===== src/rtl/mole_pkg.sv =====
// rtl/mole_pkg.sv - shared round states, box encodings and target sanitising for the mole game.
package mole_pkg;

  typedef enum logic [2:0] {
    IDLE,
    ARM,
    SHOW,
    GAP,
    OVER
  } state_t;

  localparam logic [2:0] BOX_NONE = 3'd0;
  localparam logic [2:0] BOX_MIN  = 3'd1;
  localparam logic [2:0] BOX_MAX  = 3'd4;

  // The target generator may hand over 0 or 5..7; those all land on box 1.
  function automatic logic [2:0] sanitize_box(input logic [2:0] box);
    return (box >= BOX_MIN && box <= BOX_MAX) ? box : BOX_MIN;
  endfunction

endpackage


===== src/rtl/mole_round_ctrl_if.sv =====
// rtl/mole_round_ctrl_if.sv - player/target inputs and score/display outputs of the round controller.
interface mole_round_ctrl_if #(
  parameter int SCORE_W = 8
);

  logic               start;
  logic [2:0]         target_box;
  logic               hit_valid;
  logic [2:0]         hit_box;
  logic [2:0]         active_box;
  logic [SCORE_W-1:0] score;
  logic [1:0]         lives;
  logic               hit_pulse;
  logic               miss_pulse;
  logic               game_over;

  modport master (
    output start, target_box, hit_valid, hit_box,
    input  active_box, score, lives, hit_pulse, miss_pulse, game_over
  );

  modport slave (
    input  start, target_box, hit_valid, hit_box,
    output active_box, score, lives, hit_pulse, miss_pulse, game_over
  );

endinterface


===== src/rtl/round_timer.sv =====
// rtl/round_timer.sv - loadable down-counter; expire flags the last enabled cycle of a loaded span.
module round_timer #(
  parameter int W = 8
) (
  input  logic         CLOCK_50,
  input  logic         reset_signal,
  input  logic         load,
  input  logic [W-1:0] load_val,
  input  logic         enable,
  output logic         expire
);

  logic [W-1:0] count;

  always_ff @(posedge CLOCK_50 or posedge reset_signal) begin
    if (reset_signal)
      count <= '0;
    else if (load)
      count <= load_val;
    else if (enable && count != '0)
      count <= count - W'(1);
  end

  // A span loaded with N expires on its N-th enabled cycle.
  assign expire = enable && (count == W'(1));

endmodule


===== src/rtl/mole_round_ctrl.sv =====
// rtl/mole_round_ctrl.sv - whack-a-mole round controller; ROUND_SPEEDUP_EN shortens SHOW as the score rises.
module mole_round_ctrl
  import mole_pkg::*;
#(
  parameter int TIMEOUT_CYCLES = 50_000_000,
  parameter int MIN_TIMEOUT    = 10_000_000,
  parameter int STEP_CYCLES    = 1_000_000,
  parameter int GAP_CYCLES     = 12_500_000,
  parameter int LIVES          = 3,
  parameter int SCORE_W        = 8
) (
  input logic              CLOCK_50,
  input logic              reset_signal,
  mole_round_ctrl_if.slave bus
);

  localparam int                 TW         = $clog2(TIMEOUT_CYCLES + 1);
  localparam logic [SCORE_W-1:0] SCORE_MAX  = '1;
  localparam logic [1:0]         LIVES_INIT = 2'(LIVES);

  if (MIN_TIMEOUT < 1 || MIN_TIMEOUT > TIMEOUT_CYCLES || STEP_CYCLES < 0 ||
      GAP_CYCLES < 1 || GAP_CYCLES > TIMEOUT_CYCLES) begin : g_bad_cfg
    $error("mole_round_ctrl: timing parameters out of range");
  end

  state_t             state_q, next_state;
  logic [2:0]         target_q, active_q;
  logic [SCORE_W-1:0] score_q;
  logic [1:0]         lives_q;
  logic               hit_q, miss_q, over_q;
  logic               game_start, hit_evt, miss_evt;
  logic               tmr_load, tmr_en, tmr_expire;
  logic [TW-1:0]      tmr_val, show_len;

`ifdef ROUND_SPEEDUP_EN
  logic [63:0] cut;
  // Wide arithmetic so a large score can never wrap the subtraction.
  always_comb begin
    cut = 64'(score_q) * 64'(STEP_CYCLES);
    if (cut + 64'(MIN_TIMEOUT) >= 64'(TIMEOUT_CYCLES))
      show_len = TW'(MIN_TIMEOUT);
    else
      show_len = TW'(64'(TIMEOUT_CYCLES) - cut);
  end
`else
  assign show_len = TW'(TIMEOUT_CYCLES);
`endif

  round_timer #(.W(TW)) u_timer (
    .CLOCK_50     (CLOCK_50),
    .reset_signal (reset_signal),
    .load         (tmr_load),
    .load_val     (tmr_val),
    .enable       (tmr_en),
    .expire       (tmr_expire)
  );

  always_ff @(posedge CLOCK_50 or posedge reset_signal) begin
    if (reset_signal) state_q <= IDLE;
    else              state_q <= next_state;
  end

  always_comb begin
    next_state = state_q;
    game_start = 1'b0;
    hit_evt    = 1'b0;
    miss_evt   = 1'b0;
    tmr_load   = 1'b0;
    tmr_en     = 1'b0;
    tmr_val    = TW'(GAP_CYCLES);
    case (state_q)
      IDLE, OVER: begin
        if (bus.start) begin
          game_start = 1'b1;
          next_state = ARM;
        end
      end
      ARM: begin
        tmr_load   = 1'b1;
        tmr_val    = show_len;
        next_state = SHOW;
      end
      SHOW: begin
        tmr_en = 1'b1;
        // A hit wins over an expiry landing in the same cycle.
        if (bus.hit_valid && bus.hit_box == target_q) hit_evt = 1'b1;
        else if (bus.hit_valid || tmr_expire)         miss_evt = 1'b1;
        if (hit_evt || miss_evt) begin
          tmr_load   = 1'b1;
          next_state = (miss_evt && lives_q <= 2'd1) ? OVER : GAP;
        end
      end
      GAP: begin
        tmr_en = 1'b1;
        if (tmr_expire) next_state = ARM;
      end
      default: next_state = IDLE;
    endcase
  end

  always_ff @(posedge CLOCK_50 or posedge reset_signal) begin
    if (reset_signal) begin
      target_q <= BOX_NONE;
      active_q <= BOX_NONE;
      score_q  <= '0;
      lives_q  <= '0;
      hit_q    <= 1'b0;
      miss_q   <= 1'b0;
      over_q   <= 1'b0;
    end else begin
      hit_q  <= hit_evt;
      miss_q <= miss_evt;
      over_q <= (next_state == OVER);
      if (game_start) begin
        score_q <= '0;
        lives_q <= LIVES_INIT;
      end
      if (hit_evt && score_q != SCORE_MAX) score_q <= score_q + SCORE_W'(1);
      if (miss_evt && lives_q != 2'd0)     lives_q <= lives_q - 2'd1;
      if (state_q == ARM) begin
        target_q <= sanitize_box(bus.target_box);
        active_q <= sanitize_box(bus.target_box);
      end else if (next_state != SHOW) begin
        active_q <= BOX_NONE;
      end
    end
  end

  assign bus.active_box = active_q;
  assign bus.score      = score_q;
  assign bus.lives      = lives_q;
  assign bus.hit_pulse  = hit_q;
  assign bus.miss_pulse = miss_q;
  assign bus.game_over  = over_q;

endmodule


===== src/flat_wrapper.sv =====
// flat-port wrapper written by rule: the top's interface ports become plain ports
module mole_round_ctrl_flat import mole_pkg::*;
#(
  parameter int TIMEOUT_CYCLES = 50_000_000,
  parameter int MIN_TIMEOUT    = 10_000_000,
  parameter int STEP_CYCLES    = 1_000_000,
  parameter int GAP_CYCLES     = 12_500_000,
  parameter int LIVES          = 3,
  parameter int SCORE_W        = 8
)
  (CLOCK_50, reset_signal, bus_start, bus_target_box, bus_hit_valid, bus_hit_box, bus_active_box, bus_score, bus_lives, bus_hit_pulse, bus_miss_pulse, bus_game_over);
  mole_round_ctrl_if #(.SCORE_W(SCORE_W)) bus_i ();
  input logic CLOCK_50;
  input logic reset_signal;
  input wire logic [$bits(bus_i.start)-1:0] bus_start;
  input wire logic [$bits(bus_i.target_box)-1:0] bus_target_box;
  input wire logic [$bits(bus_i.hit_valid)-1:0] bus_hit_valid;
  input wire logic [$bits(bus_i.hit_box)-1:0] bus_hit_box;
  output wire logic [$bits(bus_i.active_box)-1:0] bus_active_box;
  output wire logic [$bits(bus_i.score)-1:0] bus_score;
  output wire logic [$bits(bus_i.lives)-1:0] bus_lives;
  output wire logic [$bits(bus_i.hit_pulse)-1:0] bus_hit_pulse;
  output wire logic [$bits(bus_i.miss_pulse)-1:0] bus_miss_pulse;
  output wire logic [$bits(bus_i.game_over)-1:0] bus_game_over;
  assign bus_i.start = bus_start;
  assign bus_i.target_box = bus_target_box;
  assign bus_i.hit_valid = bus_hit_valid;
  assign bus_i.hit_box = bus_hit_box;
  assign bus_active_box = bus_i.active_box;
  assign bus_score = bus_i.score;
  assign bus_lives = bus_i.lives;
  assign bus_hit_pulse = bus_i.hit_pulse;
  assign bus_miss_pulse = bus_i.miss_pulse;
  assign bus_game_over = bus_i.game_over;
  mole_round_ctrl #(.TIMEOUT_CYCLES(TIMEOUT_CYCLES), .MIN_TIMEOUT(MIN_TIMEOUT), .STEP_CYCLES(STEP_CYCLES), .GAP_CYCLES(GAP_CYCLES), .LIVES(LIVES), .SCORE_W(SCORE_W)) u_core (.CLOCK_50(CLOCK_50), .reset_signal(reset_signal), .bus(bus_i));
endmodule

===== config.mk =====
export PLATFORM = sky130hd
export DESIGN_NAME = mole_round_ctrl_flat
export DESIGN_NICKNAME = d
export VERILOG_FILES = /design/src/rtl/mole_pkg.sv /design/src/rtl/mole_round_ctrl_if.sv /design/src/rtl/round_timer.sv /design/src/rtl/mole_round_ctrl.sv /design/src/flat_wrapper.sv
export SDC_FILE = /design/constraint.sdc
export NUM_CORES = 1
export LEC_CHECK = 0
export BUFFER_PORTS_ARGS = -buffer_cell sky130_fd_sc_hd__buf_2
export CORE_MARGIN = 3
export CORE_UTILIZATION = 54
export CTS_CLUSTER_SIZE = 8
export DETAILED_ROUTE_END_ITERATION = 8
export PLACE_DENSITY = 0.85
export SLEW_MARGIN = 20
export SYNTH_ARGS = -nofsm -noshare
export SYNTH_HDL_FRONTEND = slang
export SYNTH_HIERARCHICAL = 1
export SYNTH_SLANG_ARGS = --single-unit

===== constraint.sdc =====
create_clock -name CLOCK_50 -period 2.7 [get_ports CLOCK_50]
set_input_delay 0.54 -clock CLOCK_50 [delete_from_list [all_inputs] [get_ports CLOCK_50]]
set_output_delay 0.54 -clock CLOCK_50 [all_outputs]
set_load 0.1 [all_outputs]

==> results of run 1 <==
[sequential cells by signal (all words and copies together) (netlist names)]
name / cells
u_core/bus.active_box: 3
u_core/bus.game_over: 1
u_core/bus.hit_pulse: 1
u_core/bus.lives: 2
u_core/bus.miss_pulse: 1
u_core/bus.score: 8
u_core/state_q: 3
u_core/target_q: 3
u_core/u_timer/count: 26
[routing by layer]
metal | part of all wire, % | track usage (%) | vias to the layer above
li1 | - | - | 1184
met1 | 45 | 29.0 | 1209
met2 | 49 | 34.3 | 72
met3 | 4.8 | 3.40 | 13
met4 | 2.1 | 8.76 | 0
met5 | 0 | 0 | -
[metrics by stage]
stage / hold slack, ps / TNS (ps) / setup slack, ps / area (um2)
floorplan: 466 / 0 / 150 / 2960
CTS: 302 / 0 / 95.8 / 3350
global placement: 459 / 0 / 238 / 3220
global route: 325 / -12.1 / -7.09 / 3400
detailed placement: 476 / 0 / 121 / 3220
finish: 292 / 0 / 104 / 3400
[what timing repair did]
action	4_1_cts	5_1_grt
endpoints found under the setup margin	0	9
setup buffers	0	7
gates resized for setup	0	2
[cells in the final DEF (no fill, tap or decap), types with 5 or more instances in the layout]
| master | count |
|---|---|
| nor2_1 | 24 |
| and3_1 | 5 |
| xnor2_1 | 14 |
| o21ai_1 | 16 |
| nand4_1 | 5 |
| inv_1 | 10 |
| nand2_1 | 30 |
| nand3_1 | 9 |
| clkbuf_8 | 5 |
| dfrtp_1 | 48 |
| nor4_1 | 6 |
| o211ai_1 | 10 |
| buf_2 | 26 |
| ha_1 | 5 |
| buf_4 | 21 |
| o2111ai_1 | 5 |
| o21ai_0 | 7 |
| conb_1 | 18 |
| nor3_1 | 9 |
| xor2_1 | 12 |
[worst max-delay path, cell delays in order (launching register included)]
cell,delay (ps)
dfrtp_1,440
or4_2,650
nor2_1,170
nand4_1,110
nor2_1,160
o211ai_1,180
nand2_2,170
clkinvlp_4,170
buf_4,170
mux2_2,260
[area by class of cell]
class / count / area [um2]
tap: 70 / 87.6
multi-input combinational: 242 / 1650
fill: 425 / 1740
sequential: 48 / 1200
clock buffer: 5 / 68.8
timing repair buffer: 47 / 288
clock inverter: 2 / 60.1
inverter: 12 / 53.8
[kinds of logic (layout without fill, tap and decap cells)]
family	count (synthesis)	count (layout)	share of synthesized area, %
simple gates	127	127	27.2
compound gates	60	60	14.8
flops	48	48	41.4
mux	6	6	2.24
other cells	2	18	0.259
buf+inv	23	66	3.97
fa+ha+maj	5	5	2.16
xor+xnor	26	26	7.86
[path summary, 6_finish.rpt]
kind	startpoint	to	slack (ps)
min reg2reg	u_core/bus.active_box[1]	u_core/bus.active_box[1]	500
max reg2reg	u_core/u_timer/count[6]	u_core/u_timer/count[7]	100
min in group CLOCK_50	u_core/bus.active_box[1]	u_core/bus.active_box[1]	500
max	u_core/u_timer/count[6]	u_core/u_timer/count[7]	100
max in group asynchronous	reset_signal	u_core/state_q[0]	1760
min	reset_signal	u_core/u_timer/count[16]	290
[power groups by stage]
stage	Clock, uW	Combinational [uW]	Sequential [uW]
2_1_floorplan	0	1090	1620
3_3_place_gp	0	1760	1320
3_5_place_dp	0	1810	1330
4_1_cts	615	1820	1320
5_1_grt	643	2100	1380
6_report	602	1920	1330
==> metrics, run 1 <==
status finished, final reports clean; Worst EP required 2890 ps; Clock Latency Late Sink 300 ps; Worst-path clk slew 90 ps; antenna violations before repair 0; Crit Path Max Fanout 6; Post-synth EDFFs 0; gr usage total 21.4%; number of port buffers 25; Top FF cell, synth dfrtp_1; top cells by area, synth dfrtp_1 41%, xnor2_1 4.2%, nand2_1 4.0%, xor2_1 3.6%, nor2_1 3.1%; die area 6280 um2; post-synth cell types 58; share of Yosys cell area claimed by the top area cell type 41.4%; largest net degree at the start of global routing 27; GPL Wtd Cong 0.928; Seq/Total Area, Yosys 41.4%; Die Wd 79.3 um; ys async rst share 100%; # setup viols final 0; sw frac 45.6%; Achievable Freq 0.385 GHz; DR vias 2478; Core Util, Final 66.2%; final hold vios 0; kind of critical path flip-flop to flip-flop; non-filler cells in the finished layout 426; count leader, synth dfrtp_1; Final period util 96.1%; clock root buffer clkbuf_8; num ports 26; antenna fix cells 0; max-cap viol count 0; sw power 1750 uW; DR WL/cell 14.8 um; worst slew pin tran 855 ps; H-Tree Depth 2; Synth Area per Inst 9.76 um2; DRT antenna net count 0; Initial DRC Count 148; CTS tree yes; post-synthesis cell count 297; WL final 6280 um; #FFs+latches synth 48; Post-synth top cells 48 x dfrtp_1, 31 x nand2_1, 24 x nor2_1, 16 x o21ai_1, 14 x xnor2_1; Final min period 2600 ps; DRT Pass-1 Iters 5; post-synthesis cell type with the largest combined area dfrtp_1; CTS Sinks 48; nets 371; CTS Buffer Depth 2; HPWL Detailed 4520 um; Cell Area, Synth 2900 um2; Clock power frac 15.6%; Internal Power 2090 uW; CP Data Arrival Time 2780 ps; sequential group share of total power 34.4%; area delta synth->final 17.4%; reg2reg path depth 9; drt drc 0; # hold bufs at CTS 0; Slew headroom 42.9%; layout cell share with drive strength beyond 1 23.9%; Tot Pwr 3850 uW; clock skew 6.15 ps; PD cells 1130 nW/um2; Logic pwr share 49.9%; Vias/cell 5.82; max-slew violations 0; Critical Path Source Type flip-flop; maximum vdd ir drop 0.000804 V; Die Height 79.3 um; core area 5140 um2; Setup crit end kind flip-flop; Initial Util 56.4%; vias in the first global route 2302; placed insts 412; row count 26; Hold Path Class input pin to asynchronous set/reset pin; total CTS buffers 5; Overflow after GRT 0; first-pass GRT wire length 10700 um; Lkg Pwr 0.00154 uW; synth warn 6
(Power assumes the default switching activity.)
==> inputs of run 2 (changes only) <==
--- a/config.mk
+++ b/config.mk
@@ -5,12 +5,13 @@
 export SDC_FILE = /design/constraint.sdc
 export NUM_CORES = 1
 export LEC_CHECK = 0
-export BUFFER_PORTS_ARGS = -buffer_cell sky130_fd_sc_hd__buf_2
+export CORE_ASPECT_RATIO = 1.75
 export CORE_MARGIN = 3
-export CORE_UTILIZATION = 54
+export CORE_UTILIZATION = 55
 export CTS_CLUSTER_SIZE = 8
 export DETAILED_ROUTE_END_ITERATION = 8
-export PLACE_DENSITY = 0.85
+export DONT_BUFFER_PORTS = 1
+export PLACE_DENSITY = 0.82
 export SLEW_MARGIN = 20
 export SYNTH_ARGS = -nofsm -noshare
 export SYNTH_HDL_FRONTEND = slang
==> run 2 against run 1 <==
Effect of this change:
- final area decreased by 3.2%
- non-clock buffer count fell by 21
- worst hold slack got worse by 130 ps
- die area down 1.1%
- first-iteration DRC count decreased by 60%
- wire length grew 5.2%
- critical path depth is 1 higher
- clock skew increased by 3.5 ps
- total power fell by 1.7%
- sequential power is 11% higher
- critical endpoint is now u_core/u_timer/count[5]
==> metrics, run 2 (synthesis gave the netlist of run 1 again) <==
clock skew 9.63 ps; Vias/cell 6.11; Min Hold Slack 163 ps; most common cell after layout, fill and taps aside dfrtp_1; Setup crit end kind flip-flop; DRT antenna net count 0; Initial DRC Count 59; Lkg Pwr 0.00145 uW; DRT Pass-1 Iters 4; maximum vdd ir drop 0.000871 V; Setup Buffers After CTS 0; antenna fix cells 0; final worst setup slack 162 ps; clock root buffer clkbuf_8; Top reg by flops u_core/u_timer/count; commonest cells after routing, fill and taps aside 48 x dfrtp_1, 31 x nand2_1, 25 x buf_4; Achievable Freq 0.394 GHz; kind of critical path flip-flop to flip-flop; core area 5020 um2; HPWL Detailed 5050 um; Overflow after GRT 0; Core Util, Final 65.7%; gr usage total 23.8%; largest net degree at the start of global routing 27; Die Wd 60.9 um; area delta synth->final 13.7%; Hold Path Class input pin to asynchronous set/reset pin; CTS Buffer Depth 2; Slew headroom 39.4%; layout cell share with drive strength beyond 1 18.8%; row count 34; Final period util 94.0%; PD cells 1150 nW/um2; # setup viols final 0; total CTS buffers 5; Clock Latency Late Sink 310 ps; CTS Sinks 48; nets 350; CTS tree yes; WL final 6610 um; die area 6210 um2; Setup WS pre-CTS 160 ps; CP peak stage delay 580 ps; DR WL/cell 17.0 um; CP Data Arrival Time 2780 ps; WL met2 3770 um; DR vias 2376; max FFs per register 26; antenna violations before repair 0; Worst-path clk slew 90 ps; H-Tree Depth 2; number of port buffers 0; max-slew violations 0; vias in the first global route 2475; Setup TNS Final 0 ps; unrepaired setup endpoints after global routing yes; CP Cell Sequence and2b_2 -> nor3b_1 -> nand4_1 -> nor2_4 -> o211ai_1 -> nand2_1 -> buf_6 -> nor2_1 -> or4b_2 -> nand3_1; status finished, final reports clean; worst slew pin tran 909 ps; Worst EP required 2940 ps; GPL Wtd Cong 0.860; Final min period 2540 ps; max-cap viol count 0; first-pass GRT wire length 11100 um; crit path launch u_core/state_q[2]; Max Used Layer met4; num ports 26; R2R Path Start u_core/state_q[2]; drt drc 0; Critical Path Source Type flip-flop; final hold vios 0; crit path max-delay cell type or4b_2; Initial Util 57.8%; met3 routed WL 247 um; filler cell count in the final layout 407; Crit Path Max Fanout 17; Die Height 102 um; WL met1 2380 um
[run 2: report_power, final]
group          switching [uW]  total, uW  internal, uW
Clock                     243        608           365
Sequential                474       1480          1000
Combinational            1030       1700           671
[run 2: repair_timing]
action,4_1_cts,5_1_grt
hold endpoints to repair,0,0
hold buffers,0,0
resized for setup,0,3
endpoints found under the setup margin,0,8
[run 2: worst max-delay path, delay by kind of cell (launching register included)]
family | cells | cell delay [ps]
flops | 1 | 420
compound gates | 1 | 320
buf+inv | 1 | 180
simple gates | 8 | 1550
[run 2: final timing paths]
check | end | slack, ps | depth (start not counted)
max in group asynchronous | u_core/bus.active_box[0] | 1920 | 1
hold reg to reg | u_core/target_q[0] | 510 | 2
setup / recovery | u_core/u_timer/count[5] | 160 | 10
hold / removal | u_core/u_timer/count[7] | 160 | 2
setup reg to reg | u_core/u_timer/count[5] | 160 | 10
min in group CLOCK_50 | u_core/target_q[2] | 430 | 2
[run 2: layout make-up]
| type | count | area (um2) | area share (%) |
|---|---|---|---|
| clock buffers | 5 | 68.8 | 2.09 |
| clock inverters | 2 | 60.1 | 1.82 |
| inverters | 12 | 50.0 | 1.52 |
| multi-input cells | 242 | 1650 | 50.1 |
| flip-flops and latches | 48 | 1200 | 36.4 |
| well taps | 54 | 67.6 | 2.05 |
| repair buffers | 26 | 199 | 6.03 |
[run 2: through the flow]
stage / cell area [um2] / instances / power (uW)
2_1_floorplan: 2960 / 313 / 2700
3_3_place_gp: 3160 / 382 / 3090
3_5_place_dp: 3160 / 382 / 3160
4_1_cts: 3290 / 389 / 3770
5_1_grt: 3300 / 389 / 4030
6_report: 3300 / 389 / 3780
[run 2: metal layers]
metal	track usage, %	vias to the layer above
met2	45.6	55
met5	0	-
met3	4.80	17
met1	22.8	1153
li1	-	1151
met4	11.4	0
